===== src/rtl/mode_select_menu.sv =====
// Mode-select screen controller: cursor navigation over N_MODES entries, confirm/cancel,
// single-event-per-press edge detection, optional player-2 input and idle auto-confirm.
module mode_select_menu #(
    parameter int N_MODES      = 4,
    parameter int IR_W         = 16,
    parameter int UP_BIT       = 0,
    parameter int DOWN_BIT     = 1,
    parameter int OK_BIT       = 2,
    parameter int BACK_BIT     = 15,
    parameter int DEFAULT_MODE = 0,
    parameter int TIMEOUT_CYC  = 50000000,
    localparam int CW          = (N_MODES > 1) ? $clog2(N_MODES) : 1
) (
    input  logic            clk,
    input  logic            resetn,
    input  logic            select_mode_screen,
    input  logic            two_player_mode,
    input  logic [IR_W-1:0] ir_in_p1,
    input  logic [IR_W-1:0] ir_in_p2,
    output logic [CW-1:0]   cursor,
    output logic [CW-1:0]   mode_index,
    output logic            selected_a_mode,
    output logic            mode_valid,
    output logic            learn
);

    localparam int          TW        = (TIMEOUT_CYC > 0) ? $clog2(TIMEOUT_CYC + 1) : 1;
    localparam bit          TO_EN     = (TIMEOUT_CYC > 0);
    localparam logic [CW-1:0] CUR_DEF  = CW'(DEFAULT_MODE);
    localparam logic [CW-1:0] CUR_LAST = CW'(N_MODES - 1);
    localparam logic [TW-1:0] CNT_LAST = TW'(TIMEOUT_CYC - 1);
    localparam logic [TW-1:0] CNT_MAX  = {TW{1'b1}};

    typedef enum logic [1:0] {
        ST_IDLE   = 2'd0,
        ST_BROWSE = 2'd1,
        ST_DONE   = 2'd2
    } state_t;

    state_t          state_r, state_s;
    logic [CW-1:0]   cursor_r, cursor_s;
    logic [CW-1:0]   mode_r, mode_s;
    logic            sel_r, sel_s;
    logic            valid_r, valid_s;
    logic            learn_r, learn_s;
    logic [TW-1:0]   cnt_r, cnt_s;
    logic            prev_any_r;

    logic [IR_W-1:0] src_s;
    logic            any_s;
    logic            ev_s;
    logic            ev_ok_s, ev_back_s, ev_up_s, ev_down_s;

    // Player 1 owns the remote whenever any of its keys is down.
    always_comb begin
        src_s = {IR_W{1'b0}};
        if (ir_in_p1 != {IR_W{1'b0}}) begin
            src_s = ir_in_p1;
        end else if (two_player_mode) begin
            src_s = ir_in_p2;
        end else begin
            src_s = {IR_W{1'b0}};
        end
    end

    assign any_s     = |src_s;
    assign ev_s      = any_s & ~prev_any_r;
    assign ev_ok_s   = ev_s & src_s[OK_BIT];
    assign ev_back_s = ev_s & src_s[BACK_BIT];
    assign ev_up_s   = ev_s & src_s[UP_BIT];
    assign ev_down_s = ev_s & src_s[DOWN_BIT];

    // Next-state and next-output logic; screen disable overrides any same-cycle key event.
    always_comb begin
        state_s  = state_r;
        cursor_s = cursor_r;
        mode_s   = mode_r;
        sel_s    = sel_r;
        valid_s  = 1'b0;
        learn_s  = learn_r;
        cnt_s    = cnt_r;
        if (!select_mode_screen) begin
            state_s = ST_IDLE;
            mode_s  = {CW{1'b0}};
            sel_s   = 1'b0;
            learn_s = 1'b0;
            cnt_s   = {TW{1'b0}};
        end else begin
            case (state_r)
                ST_IDLE: begin
                    state_s  = ST_BROWSE;
                    cursor_s = CUR_DEF;
                    cnt_s    = {TW{1'b0}};
                end
                ST_BROWSE: begin
                    if (ev_ok_s || (TO_EN && !ev_back_s && !ev_up_s && !ev_down_s
                                    && cnt_r == CNT_LAST)) begin
                        state_s = ST_DONE;
                        mode_s  = cursor_r;
                        sel_s   = 1'b1;
                        valid_s = 1'b1;
                        learn_s = (cursor_r == {CW{1'b0}});
                        cnt_s   = {TW{1'b0}};
                    end else if (ev_back_s) begin
                        cnt_s = {TW{1'b0}};
                    end else if (ev_up_s) begin
                        cursor_s = (cursor_r == {CW{1'b0}}) ? CUR_LAST : cursor_r - CW'(1);
                        cnt_s    = {TW{1'b0}};
                    end else if (ev_down_s) begin
                        cursor_s = (cursor_r == CUR_LAST) ? {CW{1'b0}} : cursor_r + CW'(1);
                        cnt_s    = {TW{1'b0}};
                    end else if (cnt_r != CNT_MAX) begin
                        cnt_s = cnt_r + TW'(1);
                    end else begin
                        cnt_s = cnt_r;
                    end
                end
                ST_DONE: begin
                    if (ev_back_s) begin
                        state_s = ST_BROWSE;
                        sel_s   = 1'b0;
                        learn_s = 1'b0;
                        cnt_s   = {TW{1'b0}};
                    end else begin
                        state_s = ST_DONE;
                    end
                end
                default: begin
                    state_s  = ST_IDLE;
                    cursor_s = CUR_DEF;
                    mode_s   = {CW{1'b0}};
                    sel_s    = 1'b0;
                    learn_s  = 1'b0;
                    cnt_s    = {TW{1'b0}};
                end
            endcase
        end
    end

    // State, output and press-history registers.
    always_ff @(posedge clk or negedge resetn) begin
        if (!resetn) begin
            state_r    <= ST_IDLE;
            cursor_r   <= CUR_DEF;
            mode_r     <= {CW{1'b0}};
            sel_r      <= 1'b0;
            valid_r    <= 1'b0;
            learn_r    <= 1'b0;
            cnt_r      <= {TW{1'b0}};
            prev_any_r <= 1'b0;
        end else begin
            state_r    <= state_s;
            cursor_r   <= cursor_s;
            mode_r     <= mode_s;
            sel_r      <= sel_s;
            valid_r    <= valid_s;
            learn_r    <= learn_s;
            cnt_r      <= cnt_s;
            prev_any_r <= any_s;
        end
    end

    assign cursor          = cursor_r;
    assign mode_index      = mode_r;
    assign selected_a_mode = sel_r;
    assign mode_valid      = valid_r;
    assign learn           = learn_r;

endmodule


===== config.mk =====
export PLATFORM = sky130hd
export DESIGN_NAME = mode_select_menu
export DESIGN_NICKNAME = d
export VERILOG_FILES = /design/src/rtl/mode_select_menu.sv
export SDC_FILE = /design/constraint.sdc
export NUM_CORES = 1
export LEC_CHECK = 0
export CAP_MARGIN = 20
export CORE_UTILIZATION = 48
export CTS_CLUSTER_DIAMETER = 30
export DETAILED_ROUTE_END_ITERATION = 10
export PLACE_DENSITY_LB_ADDON = 0.08
export SETUP_SLACK_MARGIN = 0.1
export SLEW_MARGIN = 20
export SYNTH_ARGS = -nofsm -noshare
export SYNTH_HDL_FRONTEND = slang
export SYNTH_SLANG_ARGS = --single-unit

===== constraint.sdc =====
create_clock -name clk -period 2.79 [get_ports clk]
set_clock_uncertainty 0.15 [all_clocks]
set_input_delay 0.4185 -clock clk [delete_from_list [all_inputs] [get_ports clk]]
set_output_delay 0.4185 -clock clk [all_outputs]
set_load 0.02 [all_outputs]

## After elaboration in Yosys (flattened, before gate mapping)

Index checks and enable logic that the tools add are counted.

- Bitwise operators: 7
- Add/subtract/negate cells: 3
- Eq/ne operators: 13
- Reductions and logical operators: 16
- Muxes and demuxes: 34

Operators with widths:

| operator | count |
|---|---|
| 26-bit 2-to-1 mux | 7 |
| 26-bit one-hot mux with 2 select lines | 1 |
| 16-bit 2-to-1 mux | 2 |
| 26-bit by 1-bit adder with 26-bit output (second input constant) | 1 |
| 26-bit equality test (second input constant) | 1 |
| 26-bit inequality test (second input constant) | 1 |
| 2-bit 2-to-1 mux | 11 |
| 16-bit nonzero test | 1 |
| 16-bit OR reduction | 1 |
| 3-bit inequality test (second input constant) | 3 |
| 1-bit 2-to-1 mux | 8 |
| 2-bit inequality test (second input constant) | 4 |
| 2-bit one-hot mux with 2 select lines | 2 |
| 7-bit inequality test (second input constant) | 1 |
| 1-bit one-hot mux with 3 select lines | 2 |
| 2-bit one-hot mux with 3 select lines | 1 |
| 1-bit bitwise AND | 5 |
| 5-bit AND reduction | 1 |
| 2-bit equality test (second input constant) | 2 |
| 2-bit zero test | 2 |
| 2-bit AND reduction | 2 |
| 1-bit logical AND | 3 |
| 1-bit zero test | 3 |
| 3-bit AND reduction | 1 |
| 6 further kinds | 7 |

- Bits in registers: 36
- Input port bits: 36
- Output and inout bits: 7

## Logic depth before layout (Yosys ltp)

Gate-level depths: netlist (run 1).

- Depth in word-level cells: 13
- Mapped depth: 9
- Depth with buffers taken out: 7

## Least setup slack after synthesis (run 1)

Ideal clock, no wire load.

- Kind: input port to flip-flop
- Start: input ir_in_p2[15]
- End: register cnt_r[25]
- Slack: 0.347 ns
- Arrival: 2.217 ns
- Required time: 2.564 ns
- Library setup time: 0.076 ns
- Cell stages on the path: 7
- Cells stage by stage: or4_4 -> a211oi_2 -> a211oi_1 -> or2_1 -> buf_6 -> or4_1 -> o21ai_1

- Word-level cells in the longest chain between the ends: 13
- Elaborated cells between the ends (all ways): 24
- Classes of those cells: eq/ne (2); mux (8); bitwise (5); reduce/logical (9)

Ends and longest elaborated chain:

| item | line | source |
|---|---|---|
| start, declared | 19 | `input logic [IR_W-1:0] ir_in_p2,` |
| 16-bit 2-to-1 mux (*) | 59 | `end else if (two_player_mode) begin` |
| 16-bit 2-to-1 mux (*) | 57 | `if (ir_in_p1 != {IR_W{1'b0}}) begin` |
| 16-bit OR reduction | 66 | `assign any_s = \|src_s;` |
| 1-bit bitwise AND | 67 | `assign ev_s = any_s & ~prev_any_r;` |
| 1-bit bitwise AND (on tied branches) | 69, 70 |  |
| 1-bit zero test | 96 | `if (ev_ok_s \|\| (TO_EN && !ev_back_s && !ev_up_s && !ev_down_s` |
| 1-bit logical AND (2 in a row) | 96 |  |
| 1-bit logical AND | 97 | `&& cnt_r == CNT_LAST)) begin` |
| 1-bit logical OR | 96 |  |
| 26-bit 2-to-1 mux | 96 |  |
| 26-bit one-hot mux with 2 select lines | 89 | `case (state_r)` |
| 26-bit 2-to-1 mux | 82 | `if (!select_mode_screen) begin` |
| end signal, assigned | 149 | `cnt_r <= {TW{1'b0}};` |
| end signal, assigned | 158 | `cnt_r <= cnt_s;` |
| end, declared | 46 | `logic [TW-1:0] cnt_r, cnt_s;` |

Mark *: on every way between the ends. The rest lies on a longest branch, timed or not.
A chain may end at the register's enable or synchronous reset.

## Final worst setup path (run 1)

Same ends and word-level chain as after synthesis.

==> reports/results.ini, run 1 <==
[synth]
async_flop_share_pct = 100
synth_ff_type = dfrtp_1
syn_avg_cell_area_sq_um = 9.17
yosys_warnings = 0
netlist_instances = 240
synth_edf_count = 0
yosysSeqAreaShare_pct = 40.9
yosysUniqueCellTypes = 50
synth-seq-cells = 36
syn-cell-area_sq_um = 2200
syn_nets = 279

[timing]
setup_viol = 0
fin_crit_ps = 2600
fin_ws_ps = 193
fin_hold_ws_ps = 333
drv_slew = 0
fmax_mhz = 385
period_share_pct = 93.1
hold_viol_final = 0
fin_tns_setup_ps = 0
rsz0062_at_grt = false
worst_pin_slew_ps = 512
slew_headroom_pct = 65.8

[placement]
hpwl_um = 4180
io_buffers = 42
dpl_worst_slack_ps = -148
gp_congestion = 0.821

[setup_path]
worst_setup_path_end_kind = register
crit_path_start_kind = input port
cp_max_fo = 7
required_ps = 2850
worstPathArrival_ps = 2660
critPathKind = input port to register

[die]
die-area_sq_um = 4860
die_x_um = 69.7
start_util_pct = 50.2
core_sq_um = 4380
chipHeight_um = 69.7
rows = 24
pin_count = 43

[grt]
antenna_found_initial = 0
grt_remaining_overflow = 0
grt_pass1_wl_um = 9890
grt_start_max_net_pins = 37
grt_pass1_vias = 2149
grt_util_all_layers_pct = 25.1

[final_layout]
diodes = 0
num-fill-cells = 400
drive_gt1_share_pct = 16.9
layout_common_cells = 42 x clkdlybuf4s50_1, 36 x dfrtp_1, 33 x buf_4, 15 x nand3_1
area_growth_pct = 35.4
fin_nets = 352
mostFrequentLayoutCell = clkdlybuf4s50_1

[clock_tree]
cts.htree.levels = 2
cts_tree = done
cts_buffers = 5
clk_pin_slew_worst_paths_ps = 70
post_cts_buffers = 0
root_buffer = clkbuf_8
clock_sinks = 36
clk_latency_ps = 290
cts_buffer_depth = 2

[drt]
dr.pass1.iters = 4
viasPerCell = 6.04
routed.top_layer = met4
drt-met1-wl_um = 2660
drcViolationCount = 0
wl_met3_um = 416
drt_wl_total_um = 5660
num_vias = 2212
detail-route-antenna-nets = 0
drtIter0Drc = 101
wl_met2_um = 2510
wire_per_inst_um = 15.5

[pwr]
power_frac_clock_pct = 34.6
pwr-share-comb_pct = 15.4
cellPowerDensity_nw_per_um2 = 366
vdd_drop_max_uv = 312
swShare_pct = 24.4
switchingPower_w = 0.000266
p_leak_nw = 1.20
sequentialPowerShare_pct = 50.0
internal_power_w = 0.000825

[status]
outcome = complete, no violations

[job]
cap_violations = 0

[min_path]
hold_class = register to register

## power groups by stage
stage               combinational, W  sequential, W  clock, W
finish                      0.000167       0.000546  0.000378
detailed placement          0.000165       0.000555         0
global placement            0.000162       0.000555         0
floorplan                  0.0000697       0.000552         0
global route                0.000185       0.000547  0.000412
CTS                         0.000166       0.000545  0.000389
## stage by stage
step | power, W | area [sq um] | instances | util, %
4_1_cts | 0.00110 | 2970 | 366 | 67.8
2_1_floorplan | 0.000622 | 2200 | 240 | -
3_3_place_gp | 0.000717 | 2880 | 358 | 65.8
3_5_place_dp | 0.000721 | 2880 | 358 | 65.8
6_report | 0.00109 | 2980 | 366 | 68.0
5_1_grt | 0.00114 | 2980 | 366 | 68.0
## what timing repair did
action,4_1_cts,5_1_grt
endpoints found under the setup margin,0,8
hold buffers,0,0
resized for setup,0,2
## kinds of logic (layout without fill, tap and decap cells)
logic type	count (synthesis)	after routing	synth area share (%)
simple gates	96	96	25.0
xor+xnor	1	1	0.398
buf+inv	20	94	4.21
fa+ha+maj	3	3	1.71
compound gates	84	84	27.7
flops	36	36	40.9
## path summary, 6_finish.rpt
path	startpoint	endpoint	slack, ps	depth (start not counted)
min	cnt_r[19]$_DFFE_PN0P_	cnt_r[19]$_DFFE_PN0P_	330	1
min reg2reg	cnt_r[19]$_DFFE_PN0P_	cnt_r[19]$_DFFE_PN0P_	330	1
max reg2reg	cnt_r[13]$_DFFE_PN0P_	cnt_r[1]$_DFFE_PN0P_	230	7
max in group asynchronous	resetn	cnt_r[13]$_DFFE_PN0P_	1770	2
min in group asynchronous	resetn	cursor[1]$_DFFE_PN0P_	390	2
max	ir_in_p2[15]	cnt_r[25]$_DFFE_PN0P_	190	7
## registers in the layout, summed over array words and instances (netlist names)
register	flops
cursor	2
learn	1
state_r	2
mode_valid	1
prev_any_r	1
cnt_r	26
mode_index	2
selected_a_mode	1
## metal layers
metal | track usage (%) | vias up
met5 | 0 | -
met3 | 6.69 | 6
met4 | 7.33 | 0
li1 | - | 1095
met1 | 33.5 | 1035
met2 | 40.2 | 76
## critical path, cell delays in order
cell and delay [ps]:
clkdlybuf4s50_1 430, or4_4 550, a211oi_2 220, a211oi_1 90, or2_4 290, or4_1 520, o21ai_1 140
## cell usage after synthesis (8+ instances only)
master,count,area share (%)
a21oi_1,8,1.8
dfrtp_1,36,41
o31ai_1,8,2.7
o211ai_1,13,4.4
nor4_1,9,2.6
nand2_1,13,2.2
o21ai_0,9,2.0
inv_1,11,1.9
nor2_1,12,2.0
nand3_1,15,3.4
## final cells by class
type / count / area [sq um] / share of cell area (%)
multi-input combinational: 184 / 1210 / 40.8
sequential: 36 / 901 / 30.2
timing repair buffer: 75 / 668 / 22.4
clock buffer: 8 / 90.1 / 3.02
tap: 52 / 65.1 / 2.18
inverter: 11 / 41.3 / 1.39
No activity file was read; power rests on OpenSTA's default activity.
==> run 2: changes to the inputs <==
- SLEW_MARGIN: 20 -> unset
==> results of run 2 <==
The final DEF is identical to that of run 1; final timing and power are the same.
